`src/rtl/traffic_light_monitor.sv`:
```
// Traffic light code monitor: registered lamp decode, sticky sequence/code/stuck errors, dwell and cycle counters.
// Latency: every output reflects the light_in sampled at the same edge (1 cycle); no backpressure, one sample per clock.
module traffic_light_monitor #(
  parameter int MAX_DWELL = 4
) (
  input  logic       clk,
  input  logic       reset,
  input  logic [1:0] light_in,
  input  logic       clear_err,
  output logic       green_o,
  output logic       yellow_o,
  output logic       red_o,
  output logic       seq_err,
  output logic       code_err,
  output logic       stuck_err,
  output logic [3:0] dwell_cnt,
  output logic [7:0] cycle_cnt
);

  typedef enum logic {
    ST_INIT  = 1'b0,
    ST_TRACK = 1'b1
  } state_t;

  localparam logic [1:0] C_GREEN   = 2'b00;
  localparam logic [1:0] C_YELLOW  = 2'b01;
  localparam logic [1:0] C_RED     = 2'b10;
  localparam logic [1:0] C_ILLEGAL = 2'b11;

  localparam logic [3:0] DWELL_LIMIT = 4'(MAX_DWELL);
  localparam logic [3:0] DWELL_SAT   = 4'hF;

  state_t     state_q, state_d;
  logic [1:0] prev_code_q, prev_code_d;
  logic [2:0] lamps_q, lamps_d;
  logic       seq_err_q, seq_err_d;
  logic       code_err_q, code_err_d;
  logic       stuck_err_q, stuck_err_d;
  logic [3:0] dwell_cnt_q, dwell_cnt_d;
  logic [7:0] cycle_cnt_q, cycle_cnt_d;

  logic is_hold;
  logic is_legal_step;
  logic ev_seq;
  logic ev_code;
  logic ev_stuck;

  always_comb begin
    state_d     = state_q;
    prev_code_d = prev_code_q;
    dwell_cnt_d = dwell_cnt_q;
    cycle_cnt_d = cycle_cnt_q;
    ev_seq      = 1'b0;
    ev_code     = 1'b0;
    ev_stuck    = 1'b0;

    is_hold       = (light_in == prev_code_q);
    is_legal_step = ((prev_code_q == C_GREEN)  && (light_in == C_YELLOW)) ||
                    ((prev_code_q == C_YELLOW) && (light_in == C_RED))    ||
                    ((prev_code_q == C_RED)    && (light_in == C_GREEN));

    // lamps_q packs {green, yellow, red}
    case (light_in)
      C_GREEN:  lamps_d = 3'b100;
      C_YELLOW: lamps_d = 3'b010;
      C_RED:    lamps_d = 3'b001;
      default:  lamps_d = 3'b000;
    endcase

    if (light_in == C_ILLEGAL) begin
      // Dropping back to INIT means the next legal code is accepted without a sequence check.
      ev_code     = 1'b1;
      state_d     = ST_INIT;
      dwell_cnt_d = 4'd0;
    end else if (state_q == ST_INIT) begin
      prev_code_d = light_in;
      dwell_cnt_d = 4'd1;
      state_d     = ST_TRACK;
    end else if (is_hold) begin
      ev_stuck    = (dwell_cnt_q == DWELL_LIMIT);
      dwell_cnt_d = (dwell_cnt_q == DWELL_SAT) ? dwell_cnt_q : dwell_cnt_q + 4'd1;
    end else begin
      prev_code_d = light_in;
      dwell_cnt_d = 4'd1;
      if (is_legal_step) begin
        if (prev_code_q == C_RED) begin
          cycle_cnt_d = cycle_cnt_q + 8'd1;
        end
      end else begin
        ev_seq = 1'b1;
      end
    end

    // A new error event outranks a coincident clear.
    seq_err_d   = (seq_err_q   & ~clear_err) | ev_seq;
    code_err_d  = (code_err_q  & ~clear_err) | ev_code;
    stuck_err_d = (stuck_err_q & ~clear_err) | ev_stuck;
  end

  always_ff @(posedge clk or posedge reset) begin
    if (reset) begin
      state_q     <= ST_INIT;
      prev_code_q <= C_RED;
      lamps_q     <= 3'b000;
      seq_err_q   <= 1'b0;
      code_err_q  <= 1'b0;
      stuck_err_q <= 1'b0;
      dwell_cnt_q <= 4'd0;
      cycle_cnt_q <= 8'd0;
    end else begin
      state_q     <= state_d;
      prev_code_q <= prev_code_d;
      lamps_q     <= lamps_d;
      seq_err_q   <= seq_err_d;
      code_err_q  <= code_err_d;
      stuck_err_q <= stuck_err_d;
      dwell_cnt_q <= dwell_cnt_d;
      cycle_cnt_q <= cycle_cnt_d;
    end
  end

  assign green_o   = lamps_q[2];
  assign yellow_o  = lamps_q[1];
  assign red_o     = lamps_q[0];
  assign seq_err   = seq_err_q;
  assign code_err  = code_err_q;
  assign stuck_err = stuck_err_q;
  assign dwell_cnt = dwell_cnt_q;
  assign cycle_cnt = cycle_cnt_q;

endmodule

```
`config.mk`:
```
export PLATFORM = sky130hd
export DESIGN_NAME = traffic_light_monitor
export DESIGN_NICKNAME = d
export VERILOG_FILES = /design/src/rtl/traffic_light_monitor.sv
export SDC_FILE = /design/constraint.sdc
export NUM_CORES = 1
export LEC_CHECK = 0
export ABC_CLOCK_PERIOD_IN_PS = 2850
export BUFFER_PORTS_ARGS = -buffer_cell sky130_fd_sc_hd__clkbuf_2
export CAP_MARGIN = 20
export CORE_MARGIN = 2
export CORE_UTILIZATION = 55
export DETAILED_ROUTE_END_ITERATION = 16
export PLACE_DENSITY = 0.79
export SYNTH_ARGS = -nofsm -noshare
export SYNTH_HDL_FRONTEND = slang
export SYNTH_SLANG_ARGS = --single-unit
```
`constraint.sdc`:
```
create_clock -name clk -period 2.85 [get_ports clk]
set_input_delay 0.1425 -clock clk [delete_from_list [all_inputs] [get_ports clk]]
set_output_delay 0.1425 -clock clk [all_outputs]
set_load 0.01 [all_outputs]
```
* Word level (Yosys, flattened, before mapping)
Index checks and enable logic that the tools add are counted.
Storage, ports and cells: bits in registers 21, logic and storage cells 54
Cells by class: mux-type cells 16, equality and inequality tests 10, reduce and logical (&&, ||, !) cells 9, bitwise gates (word level) 9, add/subtract/negate cells 2
Operators by type and width (count):
- $mux 4 | 4
- $mux 1 | 9
- $pmux 3 s3 | 1
- $add 8x1->8 const B | 1
- $eq 2x2->1 const B | 3
- $reduce_and 5->1 | 1
- $add 4x1->4 const B | 1
- $eq 2x1->1 const B | 2
- $eq 4x3->1 const B | 1
- $eq 4x4->1 const B | 1
- $logic_not 2->1 | 2
- $mux 2 | 2
- $ne 4x4->1 const B | 1
- $and 1x1->1 | 3
- $logic_and 1x1->1 | 3
- $not 1->1 | 3
- $or 1x1->1 | 3
- $eq 2x2->1 | 1
- $logic_or 1x1->1 | 2
- $ne 2x2->1 const B | 1
- $reduce_and 2->1 | 1

* Longest topological paths before layout
Gate-level depths: netlist of the first run.
depth after elaboration 9, depth in mapped cells 5, depth with buffers taken out 4

* Worst setup path before layout of the first run
OpenSTA, ideal clock, no wires.
path kind reg-to-reg, from reg prev_code_q[1], to reg cycle_cnt_q[1] (netlist: cycle_cnt[1]), path buffers 1, arrival time 1170 ps, cell stages (with the launch flop) 4, setup slack 1555 ps, clock period less this slack 1295 ps, setup time 125 ps, cells stage by stage dfstp_2 > and4_1 > buf_4 > mux2_4
Between the ends: longest elaborated chain between the ends 5, elaborated cells between the ends (all ways) 11
RTL lines:
- from (decl) | line 34 | logic [1:0] prev_code_q, prev_code_d;
- from (signal assigned) | line 112 | prev_code_q <= prev_code_d;
- $eq 2x1->1 / $logic_not 2->1 (equally long branches) | line 59, 58
- $logic_and 1x1->1 (on tied branches) | line 59, 58
- $logic_or 1x1->1 | line 58 | is_legal_step = ((prev_code_q == C_GREEN) && (light_in == C_YELLOW)) ||
- $logic_or 1x1->1 | line 59 | ((prev_code_q == C_YELLOW) && (light_in == C_RED)) ||
- $reduce_and 5->1 (no line) (*)
- to (signal assigned) | line 118 | cycle_cnt_q <= cycle_cnt_d;
- to (decl) | line 40 | logic [7:0] cycle_cnt_q, cycle_cnt_d;
Every way passes the cells marked *; elsewhere a longest branch is shown, timed or not. A chain may end at the register's enable or synchronous reset.

* Worst setup path in the final report of the first run
Ends and elaborated chain as after synthesis.

==> results of run 1 <==
-- repair_timing --
item,4_1_cts,5_1_grt
hold buffers,1,0
gates resized for setup,0,0
hold endpoints to repair,20,0
buffers inserted,0,0
-- power by group through the flow --
stage | clock, uW | combinational, uW | sequential, uW
floorplan | 0 | 70.2 | 384
global placement | 0 | 123 | 376
detailed placement | 0 | 131 | 379
CTS | 141 | 132 | 374
global route | 159 | 148 | 380
finish | 139 | 129 | 375
-- through the flow --
stage	hold WS, ns	power, uW	instance area, um2	setup WS [ns]
2_1_floorplan	0.118	454	991	1.56
3_3_place_gp	0.294	499	1110	1.48
3_5_place_dp	0.297	510	1110	1.42
4_1_cts	0.0562	648	1140	1.41
5_1_grt	0.0472	687	1140	1.35
6_report	0.0502	643	1140	1.41
-- Yosys cell counts (2+ instances only) --
| cell | count |
|---|---|
| nor3_1 | 3 |
| nor2_1 | 4 |
| dfrtp_1 | 20 |
| nand2_1 | 4 |
| xnor2_1 | 8 |
| ha_1 | 3 |
| nand4_1 | 5 |
| inv_1 | 8 |
| a21boi_0 | 2 |
| nand3_1 | 3 |
| o21ai_0 | 4 |
| nor2b_1 | 2 |
| and3_1 | 3 |
-- sequential cells by signal, indices dropped and copies added (netlist names) --
register / cells
dwell_cnt: 4
code_err: 1
prev_code_q: 2
cycle_cnt: 8
state_q: 1
seq_err: 1
stuck_err: 1
lamps_q: 3
-- critical path: stages (launching register included) --
cell and delay [ns]:
dfstp_2 0.61, and4_1 0.40, mux2_4 0.33
-- final timing paths --
check / end / start / slack [ns] / cells past startpoint
max reg2reg: cycle_cnt[1] / prev_code_q[1] / 1.41 / 2
min in group asynchronous: dwell_cnt[2] / reset / 0.49 / 3
min reg2reg: cycle_cnt[7] / cycle_cnt[7] / 0.49 / 1
min: stuck_err / clear_err / 0.05 / 2
max: cycle_cnt[1] / prev_code_q[1] / 1.41 / 2
max in group asynchronous: lamps_q[0] / reset / 1.88 / 3
-- logic make-up after synthesis --
kind of cell,synth area share
XOR/XNOR,0.0795
AO/OA/AOI/OAI,0.0884
buffers and inverters,0.0543
flip-flops,0.532
multiplexers,0.0252
AND/OR/NAND/NOR,0.183
adder cells (fa/ha/maj),0.0379
-- layer usage --
metal	vias to the layer above	GRT usage
met5	-	0
met4	0	0.0686
met3	2	0.0353
met2	14	0.286
met1	342	0.246
li1	348	-
-- cell type report --
| cell class | instances | area share |
|---|---|---|
| clock buffer | 4 | 0.0230 |
| timing repair buffer | 23 | 0.105 |
| inverter | 8 | 0.0262 |
| multi-input combinational | 55 | 0.358 |
| tap | 25 | 0.0273 |
| sequential | 21 | 0.460 |
==> metrics, run 1 <==
outcome complete, no violations; dpl cells 131; Synth top area share 0.505; Clock power frac 0.216; leakage power 0.000559 uW; Hold Path Class in2reg; sequential power share 0.584; P_int 446 uW; Setup CP Type reg2reg; vias per cell 5.19; M1 WL 835 um; number of synthesized flops with an enable pin 0; Gate power share 0.200; Max FO, Critical Path 8; GPL Wtd Cong between 0.7 and 0.8; number of remaining DRC errors 0; first-pass GRT wire length 2.75 mm; Rel. slew slack 0.491; synthesized cell area 991 um2; worst path arrival time 1.64 ns; Final ANT Viol Nets 0; P_sw about 200 uW; Net Sw Frac 0.306; Final Instance Count excl. Fillers between 100 and 150; Top Ports 23; VDD IR-drop max between 0.0003 and 0.0004 V; area grow syn2layout 15.5%; Warnings, synthesis 0; PwrDens 561 nW/um2; # fillers 154; mean area per synthesized cell 11.4 um2; worst slew pin tran 0.762 ns; Clock transition at path regs 0.11 ns; Setup TNS Final 0 ns; largest cells by area after synthesis dfrtp_1 (51%), xnor2_1 (7.1%), ha_1 (3.8%), nand4_1 (3.2%), inv_1 (3.0%); largest area contributor in the synthesized netlist dfrtp_1; Yosys cell types 31; fin. max-slew vios 0; final WL 1.71 mm; post-synthesis sequential area ratio 0.532; initial antenna violation count 0; CTS Root Cell clkbuf_4; final core utilization 0.670; most common cell after layout, fill and taps aside clkbuf_2; DP Wirelength 1.26 mm; share of cells above drive strength 1 0.279; crit end category flop; 1st-pass router iterations 4; Die Area about 2200 um2; Clock Path Buffers 2; Total Routing Usage GR 0.182; Core Rows 15; final setup vio count 0; H-tree levels 1; Main synth FF type dfrtp_1; met3 wire len 54 um; largest net degree at the start of global routing 22; RSZ-0062 raised after global routing false; Final min period 1.44 ns; Fin. Hold Viols 0; Peak Freq 692 MHz; Vias 706; Die Width 46.4 um; ant diodes 0; initial core utilization 0.580; Yosys reg bits 21; Post-Syn Instances 87; met2 wire len 793 um; Sink Count 21; Synth async-reset ratio 1.00; worst path required time between 3 and 4 ns; Port Buf Inserts 22; total gr overflow 0; Final nets 120; Worst-Skew Late Latency around 0.30 ns; Routed wire per std cell 12.6 um; clock skew 0.00359 ns; Worst Setup Start Kind flop; FF+latch area 527 um2; core region area 1710 um2; period utilisation layout 0.507; Post-Syn Nets 95; vias in the first global route 621; initial drt markers 4; top layer reached by signal wires met4; # Max-Cap Violations 0; die height 46.4 um; Multi-input gate area 410 um2; CTS tree yes; Num CTS Buffers 3; most frequent cells in the layout clkbuf_2 (22), dfrtp_1 (20), inv_1 (8), xnor2_1 (8), nand4_1 (5)
Power figures use the tool's default switching activity.
==> inputs of run 2 (changes only) <==
Settings changed: ABC_CLOCK_PERIOD_IN_PS 2850 to 1400, CORE_UTILIZATION 55 to 51, PLACE_DENSITY 0.79 to 0.74.
Clock period 2.85 ns to 1.4 ns, I/O delays scaled along.
==> metrics, run 2 (same netlist as run 1, synthesis figures left out) <==
outcome complete, no violations; Setup TNS Final 0 ns; fin. max-slew vios 0; VDD IR-drop max between 0.0006 and 0.0007 V; initial drt markers 3; first-pass GRT wire length 2.84 mm; H-tree levels 1; Clock transition at path regs between 0.1 and 0.15 ns; CTS Root Cell clkbuf_4; ant diodes 0; Final Instance Count excl. Fillers 144; leakage power 0.000599 uW; worst slew pin tran 0.266 ns; FF-to-FF Start prev_code_q[1]; HP Start light_in[1]; worst path arrival time roughly 1.6 ns; max FFs per register 8; RSZ-0062 raised after global routing true; Die Width 48.1 um; # Max-Cap Violations 0; Gate power share 0.213; clock skew 0.0140 ns; FF+latch area between 500 and 600 um2; Hold Path End lamps_q[0]; Overall Power 1340 uW; final WL 1.82 mm; DP Wirelength 1.28 mm; vias in the first global route 645; Clock Path Buffers 2; Max FO, Critical Path 6; Vias between 700 and 800; Setup CP Type reg2reg; Final min period around 1.4 ns; Peak Freq 723 MHz; Clock power frac 0.222; Fin. Hold Viols 0; initial antenna violation count 0; Worst R2R End stuck_err; Hold Path Class in2reg; sequential power share 0.565; Net Sw Frac 0.312; Worst Setup Start Kind flop; Top Ports 23; period utilisation layout 0.988; Worst-Skew Late Latency 0.31 ns; Final ANT Viol Nets 0; dpl cells between 100 and 150; # fillers 136; Reg2Reg Depth 4; Die Area 2310 um2; Core Rows 15; share of cells above drive strength 1 0.328; largest net degree at the start of global routing 22; Num CTS Buffers 3; total gr overflow 0; die height between 40 and 50 um; Port Buf Inserts 22; GPL Wtd Cong just under 0.8; most frequent cells in the layout clkbuf_2 (22), dfrtp_1 (20), inv_1 (8), xnor2_1 (8); Total Routing Usage GR 0.184; Final nets approximately 130; PwrDens roughly 1100 nW/um2; Sink Count 21; worst hold stages 2; core region area 1780 um2; post-CTS setup buffer count 0; number of remaining DRC errors 0; vias per cell 5.00; final setup vio count 0; Fin Hold WS 0.0162 ns; P_int roughly 920 uW; crit end category flop; Multi-input gate area 415 um2; FF-to-FF setup slack 0.02 ns; area grow syn2layout 23.0%; initial core utilization 0.556; worst path required time 1.62 ns; Routed wire per std cell 12.6 um; most common cell after layout, fill and taps aside clkbuf_2; Rel. slew slack 0.823; final core utilization 0.684; P_sw 417 uW; 1st-pass router iterations 4; CTS tree yes
## run 2: cell types whose count changed in the layout (fill, tap and decap cells not counted)
cell	previous run	this run
and4_1	1	0
and4_4	0	1
buf_4	0	5
clkbuf_1	1	0
clkinv_2	0	1
dlygate4sd3_1	1	4
nor2b_1	2	1
nor2b_2	0	1
## run 2: worst max path at each step
stage                        start      endpoint  cells after the start
floorplan           prev_code_q[1]  cycle_cnt[1]                      3
global placement    prev_code_q[1]  cycle_cnt[1]                      2
detailed placement  prev_code_q[1]  cycle_cnt[1]                      2
CTS                 prev_code_q[1]     stuck_err                      4
global route        prev_code_q[1]     stuck_err                      4
finish              prev_code_q[1]     stuck_err                      4
## run 2: area by class of cell
type | count | area share
Inverter | 8 | 0.0246
Timing Repair Buffer | 31 | 0.154
Clock inverter | 1 | 0.00411
Tap cell | 25 | 0.0257
Clock buffer | 3 | 0.0185
Multi-Input combinational cell | 55 | 0.341
Sequential cell | 21 | 0.432
## run 2: stage by stage
| stage | instance area (um2) | setup WS (ns) |
|---|---|---|
| after floorplan | 991 | 0.105 |
| after global placement | 1150 | 0.0259 |
| after detailed placement | 1150 | -0.00120 |
| after CTS | 1210 | 0.00735 |
| after global routing | 1220 | -0.0208 |
| final | 1220 | 0.0175 |
## run 2: critical path: stages (launching register included)
cell	delay [ns]
dfstp_2	0.61
nor2b_4	0.07
nor4_4	0.24
o21ai_2	0.13
o32ai_2	0.24
## run 2: power groups by stage
stage / logic, uW / clock network [uW] / registers (uW)
2_1_floorplan: 143 / 0 / 782
3_3_place_gp: 269 / 0 / 761
3_5_place_dp: 278 / 0 / 768
4_1_cts: 289 / 300 / 757
5_1_grt: 325 / 327 / 767
6_report: 285 / 297 / 755
## run 2: layer usage
layer	up-vias	global-route usage	wire length, um
li1	365	-	-
met3	4	0.0453	51
met1	335	0.237	862
met2	16	0.291	878
met4	0	0.0811	27
met5	-	0	0
## run 2: what timing repair did
| action | 4_1_cts | 5_1_grt |
|---|---|---|
| hold endpoints to repair | 25 | 0 |
| endpoints found under the setup margin | 1 | 6 |
| resized for setup | 1 | 2 |
| hold buffers | 4 | 0 |
| gates cloned | 0 | 0 |
